--- config.mk ---
export PLATFORM = sky130hd
export DESIGN_NAME = timer_dev
export DESIGN_NICKNAME = d
export VERILOG_FILES = /design/src/rtl/timer_dev.sv
export SDC_FILE = /design/constraint.sdc
export NUM_CORES = 1
export LEC_CHECK = 0
export CAP_MARGIN = 5
export CORE_ASPECT_RATIO = 0.9
export CORE_MARGIN = 2
export CORE_UTILIZATION = 55
export DETAILED_ROUTE_END_ITERATION = 7
export PLACE_DENSITY = 0.82
export REMOVE_ABC_BUFFERS = 1
export SYNTH_ARGS = -nofsm -noshare
export SYNTH_HDL_FRONTEND = slang
export SYNTH_SLANG_ARGS = --single-unit
--- constraint.sdc ---
create_clock -name clk -period 6.91 [get_ports clk]
set_clock_uncertainty 0.1 [all_clocks]
set_input_delay 0.691 -clock clk [delete_from_list [all_inputs] [get_ports clk]]
set_output_delay 0.691 -clock clk [all_outputs]
set_load 0.005 [all_outputs]
--- src/rtl/timer_dev.sv ---
// timer_dev: programmable down-counter peripheral on the CPU device bus.
//
// Ports
//   clk     : system clock, rising edge
//   rst     : asynchronous active-low reset
//   addr    : word select (CPU byte address bits [3:2])
//   we      : write strobe, sampled at rising clk
//   dev_wd  : write data from CPU
//   dev_rd  : read data to CPU, combinational from addr
//   irq     : interrupt request to CP0 HWInt
//
// Register map
//   00 CTRL   : bit0 EN, bits2:1 MODE (01 = auto-reload), bit3 IM
//   01 PRESET : reload value
//   10 COUNT  : current count, read-only
//   11 reserved, reads 0
//
// state | meaning
// IDLE  | count holds, waiting for EN
// LOAD  | COUNT <= PRESET, prescaler cleared
// CNT   | COUNT decrements on each prescaler tick
// INT   | one-cycle expiry state, reload or stop depending on MODE

module timer_dev #(
  parameter int unsigned DIV = 1
) (
  input  logic        clk,
  input  logic        rst,
  input  logic [1:0]  addr,
  input  logic        we,
  input  logic [31:0] dev_wd,
  output logic [31:0] dev_rd,
  output logic        irq
);

  localparam int unsigned PW = (DIV > 1) ? $clog2(DIV) : 1;
  localparam logic [PW-1:0] PRE_LAST = PW'(DIV - 1);

  localparam logic [1:0] ST_IDLE = 2'd0;
  localparam logic [1:0] ST_LOAD = 2'd1;
  localparam logic [1:0] ST_CNT  = 2'd2;
  localparam logic [1:0] ST_INT  = 2'd3;

  localparam logic [1:0] MODE_AUTO = 2'b01;

  logic [1:0]    state_q, state_d;
  logic          en_q, en_d;
  logic [1:0]    mode_q, mode_d;
  logic          im_q, im_d;
  logic [31:0]   preset_q, preset_d;
  logic [31:0]   count_q, count_d;
  logic [PW-1:0] pre_q, pre_d;
  logic          pend_q, pend_d;

  logic wr_ctrl, wr_pre, en_eff, tick;

  assign wr_ctrl = we && (addr == 2'b00);
  assign wr_pre  = we && (addr == 2'b01);
  // EN as it will be after this edge, so an enabling write moves the FSM
  // on the same edge and a disabling write freezes COUNT on that edge.
  assign en_eff  = wr_ctrl ? dev_wd[0] : en_q;
  assign tick    = (pre_q == PRE_LAST);

  always_comb begin
    state_d  = state_q;
    en_d     = en_q;
    mode_d   = mode_q;
    im_d     = im_q;
    preset_d = preset_q;
    count_d  = count_q;
    pre_d    = pre_q;
    pend_d   = pend_q;

    if (wr_ctrl) begin
      en_d   = dev_wd[0];
      mode_d = dev_wd[2:1];
      im_d   = dev_wd[3];
    end
    if (wr_pre) begin
      preset_d = dev_wd;
    end
    if (wr_ctrl || wr_pre) begin
      pend_d = 1'b0;
    end

    // Expiry below is evaluated after the CPU write so it overrides it:
    // pending set wins over clear, and EN is forced low.
    case (state_q)
      ST_IDLE: begin
        if (en_eff) state_d = ST_LOAD;
      end
      ST_LOAD: begin
        count_d = preset_q;
        pre_d   = '0;
        state_d = en_eff ? ST_CNT : ST_IDLE;
      end
      ST_CNT: begin
        if (!en_eff) begin
          state_d = ST_IDLE;
        end else begin
          pre_d = tick ? '0 : pre_q + PW'(1);
          if (tick) begin
            if (count_q > 32'd1) begin
              count_d = count_q - 32'd1;
            end else begin
              count_d = 32'd0;
              state_d = ST_INT;
              if (mode_q != MODE_AUTO) begin
                en_d   = 1'b0;
                pend_d = 1'b1;
              end
            end
          end
        end
      end
      default: begin
        state_d = (mode_q == MODE_AUTO) ? ST_LOAD : ST_IDLE;
      end
    endcase
  end

  always_ff @(posedge clk or negedge rst) begin
    if (!rst) begin
      state_q  <= ST_IDLE;
      en_q     <= 1'b0;
      mode_q   <= 2'b00;
      im_q     <= 1'b0;
      preset_q <= 32'd0;
      count_q  <= 32'd0;
      pre_q    <= '0;
      pend_q   <= 1'b0;
    end else begin
      state_q  <= state_d;
      en_q     <= en_d;
      mode_q   <= mode_d;
      im_q     <= im_d;
      preset_q <= preset_d;
      count_q  <= count_d;
      pre_q    <= pre_d;
      pend_q   <= pend_d;
    end
  end

  always_comb begin
    dev_rd = 32'd0;
    case (addr)
      2'b00:   dev_rd = {28'd0, im_q, mode_q, en_q};
      2'b01:   dev_rd = preset_q;
      2'b10:   dev_rd = count_q;
      default: dev_rd = 32'd0;
    endcase
  end

  // Built from registers only; auto-reload pulses in INT, one-shot is a level.
  assign irq = (mode_q == MODE_AUTO) ? (im_q && (state_q == ST_INT))
                                     : (im_q && pend_q);

endmodule

==> impl_metrics.json, run 1 <==
{
  "status": "finished, final reports clean",
  "clk_pin_slew_ns": 0.07,
  "async_reset_ff_share_pct": 100,
  "fp.dieArea_mm2": 0.00816,
  "maxCapViolCount": 0,
  "cts_tree": "built",
  "post_drt_via_cell_ratio": 6.59,
  "wirelength_mm": 10.7,
  "crit_end": "dev_rd[23]",
  "yosys_most_used_dff": "dfrtp_1",
  "core_area_mm2": 0.00715,
  "final_cell_mix": "dfrtp_1, clkdlybuf4s50_1, mux2_2",
  "cts_sinks": 71,
  "grt_pass1_wl_mm": 17.7,
  "holdBufCountCts": 0,
  "first_global_vias": 3476,
  "relSlewSlack_pct": 39.1,
  "fin_nets": 503,
  "synthTopCellsByArea": "dfrtp_1, mux2_2, a22o_1",
  "cts_resized": 0,
  "rsz0062_at_grt": "false",
  "reg2reg_to": "count_q[26]$_DFFE_PN0P_",
  "clock_path_buffers": 2,
  "firstDrtPassIters": 5,
  "synth_top_area_share_pct": 43.3,
  "cpMostUsedCell": "clkdlybuf4s50_1",
  "dpl.hpwl_mm": 7.00,
  "pre_cts_ws_ns": 3.43,
  "worstSetupEndpointType": "output port",
  "diodes": 0,
  "cp.arrival_ns": 2.66,
  "tightest_slew_ns": 0.914,
  "drc": 0,
  "first_iter_violations": 311,
  "die_w_um": 95,
  "finalMaxSlewViolations": 0,
  "yosysTopAreaCell": "dfrtp_1",
  "cpMaxStageDelayCell": "clkdlybuf4s50_1",
  "setup_viol_count_final": 0,
  "yosys_warnings": 0,
  "fmax_mhz": 290,
  "cts_inserted_buffers": 9,
  "rows": 29,
  "post-cts-setup-buffers": 0,
  "gr-usage-all-layers_pct": 27.7,
  "insertion_delay_ns": 0.34,
  "cts_max_level": 3,
  "seqCellArea_mm2": 0.00178,
  "synth_edf_count": 0,
  "powerDensity_mw_per_mm2": 372,
  "start_util_pct": 57.3,
  "required_ns": 6.12,
  "ff2ff_path_depth": 8,
  "layout-drive-gt1-share_pct": 14.7,
  "area_growth_pct": 23.0,
  "crit_type": "in -> out",
  "worstSetupStartpoint": "addr[0]",
  "yosysSeqAreaShare_pct": 43.3,
  "root_buffer": "clkbuf_8",
  "period_share_pct": 49.9,
  "critical-path-max-stage-delay_ns": 0.71,
  "via_count": 3705,
  "cp_cell_sequence": "clkdlybuf4s50_1 -> nor2b_2 -> buf_4 -> a22o_1 -> clkdlybuf4s50_1",
  "min_from": "count_q[20]$_DFFE_PN0P_",
  "final_hold_viol_count": 0,
  "fp.dieH_um": 85.9,
  "worstPathMaxFanout": 28,
  "total_power_uw": 1870,
  "num_io_pins": 70,
  "ant_nets": 0,
  "gr-total-overflow": 0,
  "min_period_ns": 3.45,
  "place_inst": 546,
  "peakVddDrop_uv": 173,
  "grt_max_degree": 72,
  "leakage_uw": 0.00200,
  "fin_cells": 562,
  "n_fill_cell": 555,
  "synthCells": 409,
  "wl_per_cell_um": 19.0,
  "gp_congestion": 0.939,
  "avgSynthCellArea_um2": 10.0,
  "hp-class": "reg -> reg",
  "ys_types": 53,
  "fin_ws_ns": 3.46,
  "tns_ns": 0,
  "cp-start-kind": "input port",
  "numPortBuffers": 69,
  "synth-seq-cells": 71,
  "multi_input_area_mm2": 0.00214,
  "antenna_found_initial": 0,
  "r2r_start": "count_q[0]$_DFFE_PN0P_",
  "final_common_cell": "dfrtp_1",
  "holdWs_ns": 0.430,
  "synthesis.area_mm2": 0.00410,
  "rrSetupSlack_ns": 3.84
}
==> cells in the mapped netlist (4+ instances only) <==
master / instances
dfrtp_1: 71
mux2_2: 35
a22o_1: 30
o21ai_0: 26
clkbuf_1: 20
nor3_1: 20
nand2_1: 18
nor2_1: 15
a32oi_1: 14
inv_1: 14
o2bb2ai_1: 14
nand3_1: 11
a21oi_1: 10
a22oi_1: 8
buf_2: 8
nor4_1: 8
o22ai_1: 6
and2_1: 5
and3_1: 5
mux2i_1: 5
nor2b_1: 5
and4_1: 4
buf_1: 4
nand4_1: 4
or4_1: 4
==> report_power, final <==
part,internal (µW),switching [µW]
logic,362,423
clock network,195,154
registers,553,187
==> flip-flops by register name, indices dropped and copies added (netlist names) <==
signal and count:
im_q 1, state_q 2, pend_q 1, en_q 1, preset_q 32, mode_q 2, count_q 32
==> stage by stage <==
stage	util, %	cell area [µm²]
2_1_floorplan	-	3960
3_3_place_gp	67.6	4830
3_5_place_dp	67.6	4830
4_1_cts	70.5	5040
5_1_grt	70.5	5040
6_report	70.5	5040
==> cell families (layout without fill, tap and decap cells) <==
logic type	after synthesis	after routing	share of synthesized area, %
AO/OA/AOI/OAI	131	131	23.7
adder cells (fa/ha/maj)	2	2	0.610
buffers and inverters	47	107	4.73
flip-flops	71	71	43.3
multiplexers	40	40	10.8
AND/OR/NAND/NOR	118	118	16.8
==> metal layers <==
metal  part of all wire [%]  wire length [µm]  GRT usage [%]
met1                     45              4840           40.8
met2                     45              4840           41.8
met3                    7.6               807           5.18
met4                    1.7               186           8.04
met5                      0                 0              0
==> area by class of cell <==
class / instances / share of cell area [%]
Sequential cell: 71 / 35.3
Clock inverter: 3 / 0.794
Clock buffer: 13 / 3.35
Tap cell: 93 / 2.31
Multi-Input combinational cell: 291 / 42.5
Timing Repair Buffer: 77 / 14.8
Inverter: 14 / 1.04
==> critical path: cells and delay by family <==
kind            cells  cell delay, ns
compound gates      1            0.21
buf+inv             3            1.54
simple gates        1            0.21
==> how the worst min path moves through the flow <==
stage	end	slack [ns]	cells past startpoint
finish	count_q[20]$_DFFE_PN0P_	0.43	1
global route	count_q[20]$_DFFE_PN0P_	0.44	1
global placement	count_q[20]$_DFFE_PN0P_	0.41	1
CTS	pend_q$_DFF_PN0_	0.43	2
detailed placement	pend_q$_DFF_PN0_	0.41	2
floorplan	count_q[0]$_DFFE_PN0P_	0.30	0
Note: power is estimated with default switching activity, not from simulation.
==> inputs of run 2 (changes only) <==
- CORE_UTILIZATION: 55 -> 48
- PLACE_DENSITY: 0.82 -> 0.76
- clock period: 6.91 -> 3.1 ns (I/O delays scaled with it)
==> impl_metrics.json, run 2 (synthesis gave the netlist of run 1 again) <==
{
  "cts_sinks": 71,
  "leakage_uw": 0.00201,
  "cp-start-kind": "input port",
  "cts_max_level": 3,
  "cts_tree": "built",
  "setup_viol_count_final": 0,
  "fp.dieArea_mm2": 0.00930,
  "rsz0062_at_grt": "false",
  "hp-class": "in -> async",
  "root_buffer": "clkbuf_8",
  "layout-drive-gt1-share_pct": 15.8,
  "antenna_found_initial": 0,
  "first_global_vias": 3679,
  "period_share_pct": 87.8,
  "grt_max_degree": 38,
  "gr-usage-all-layers_pct": 25.6,
  "final_cell_mix": "dfrtp_1, clkdlybuf4s50_1, mux2_2",
  "violations": "hold timing",
  "fmax_mhz": 367,
  "peakVddDrop_uv": 394,
  "grt_pass1_wl_mm": 18.8,
  "rows": 31,
  "top_regs": "count_q (32), preset_q (32)",
  "worstPathMaxFanout": 28,
  "gr-total-overflow": 0,
  "pre_cts_ws_ns": 0.353,
  "drc": 0,
  "min_period_ns": 2.72,
  "tightest_slew_ns": 0.892,
  "gp_congestion": 0.859,
  "diodes": 0,
  "dpl.hpwl_mm": 7.61,
  "wirelength_mm": 11.2,
  "fin_nets": 510,
  "status": "finished, violations left",
  "holdBufCountCts": 0,
  "die_w_um": 101,
  "first_iter_violations": 282,
  "holdWs_ns": -0.0251,
  "maxCapViolCount": 0,
  "final_hold_viol_count": 36,
  "post_drt_via_cell_ratio": 6.26,
  "numPortBuffers": 69,
  "firstDrtPassIters": 6,
  "relSlewSlack_pct": 40.5,
  "worstSetupEndpointType": "output port",
  "finalMaxSlewViolations": 0,
  "fin_cells": 591,
  "cts_inserted_buffers": 9,
  "insertion_delay_ns": 0.36,
  "start_util_pct": 50.1,
  "cp.arrival_ns": 2.31,
  "post-cts-setup-buffers": 0,
  "clk_pin_slew_ns": 0.07,
  "wl_per_cell_um": 19.0,
  "powerDensity_mw_per_mm2": 811,
  "final_common_cell": "dfrtp_1",
  "num_io_pins": 70,
  "place_inst": 575,
  "fp.dieH_um": 91.7,
  "fin_ws_ns": 0.377,
  "via_count": 3700,
  "cts_resized": 0,
  "area_growth_pct": 23.9,
  "clock_path_buffers": 2,
  "tns_ns": 0,
  "core_area_mm2": 0.00818,
  "crit_type": "in -> out",
  "required_ns": 2.69,
  "ant_nets": 0
}
run 2: cell count changes in the layout (fill, tap and decap cells not counted), sizes merged:
cell / before / now
buf: 9 / 16
bufinv: 1 / 0
clkbuf: 13 / 11
clkinv: 2 / 5
run 2: per-layer routing:
metal	global-route usage, %	share of wire (%)	vias up
met5	0	0	-
met4	8.33	1.8	0
met3	4.80	6.0	21
met2	38.8	45	159
met1	36.8	47	1807
li1	-	-	1713
run 2: per-stage QoR:
stage          area, µm²  power [µW]  hold slack (ns)  util, %
4_1_cts             5080        4110          0.00104     62.1
3_5_place_dp        4920        3450            0.377     60.2
6_report            5080        4120          -0.0251     62.1
2_1_floorplan       3960        2700          -0.0856        -
3_3_place_gp        4920        3400            0.362     60.2
5_1_grt             5080        4430           0.0435     62.1
run 2: cell type report:
cell class / count / area [µm²]
clock buffers: 11 / 131
well taps: 115 / 144
fillers: 689 / 3100
flip-flops and latches: 71 / 1780
repair buffers: 84 / 811
multi-input cells: 291 / 2140
inverters: 14 / 52.6
clock inverters: 5 / 25.0
run 2: final timing paths:
| check | startpoint | endpoint | slack, ns | cells after the start |
|---|---|---|---|---|
| setup / recovery | addr[0] | dev_rd[22] | 0.38 | 5 |
| hold / removal | rst | preset_q[4]$_DFFE_PN0P_ | -0.03 | 1 |
| setup reg to reg | count_q[18]$_DFFE_PN0P_ | count_q[10]$_DFFE_PN0P_ | 0.42 | 5 |
| hold reg to reg | count_q[20]$_DFFE_PN0P_ | count_q[20]$_DFFE_PN0P_ | 0.43 | 1 |
| max in group asynchronous | rst | preset_q[29]$_DFFE_PN0P_ | 2.24 | 2 |
| min in group clk | count_q[20]$_DFFE_PN0P_ | count_q[20]$_DFFE_PN0P_ | 0.43 | 1 |
run 2: worst max-delay path, stage by stage:
cell             delay [ns]
clkdlybuf4s50_1        0.71
nor2b_2                0.22
buf_4                  0.32
a22o_1                 0.22
clkdlybuf4s50_1        0.51
run 2: power by group:
group / internal (µW) / total [µW] / leakage [µW] / switching [µW]
registers: 1230 / 1650 / 0.000862 / 419
logic: 860 / 1830 / 0.00107 / 968
clock network: 284 / 639 / 0.0000866 / 355
==> inputs of run 3 (changes only) <==
- CAP_MARGIN: 5 -> not set
==> results of run 3 <==
Final layout, timing and power as in run 2 (identical DEF).
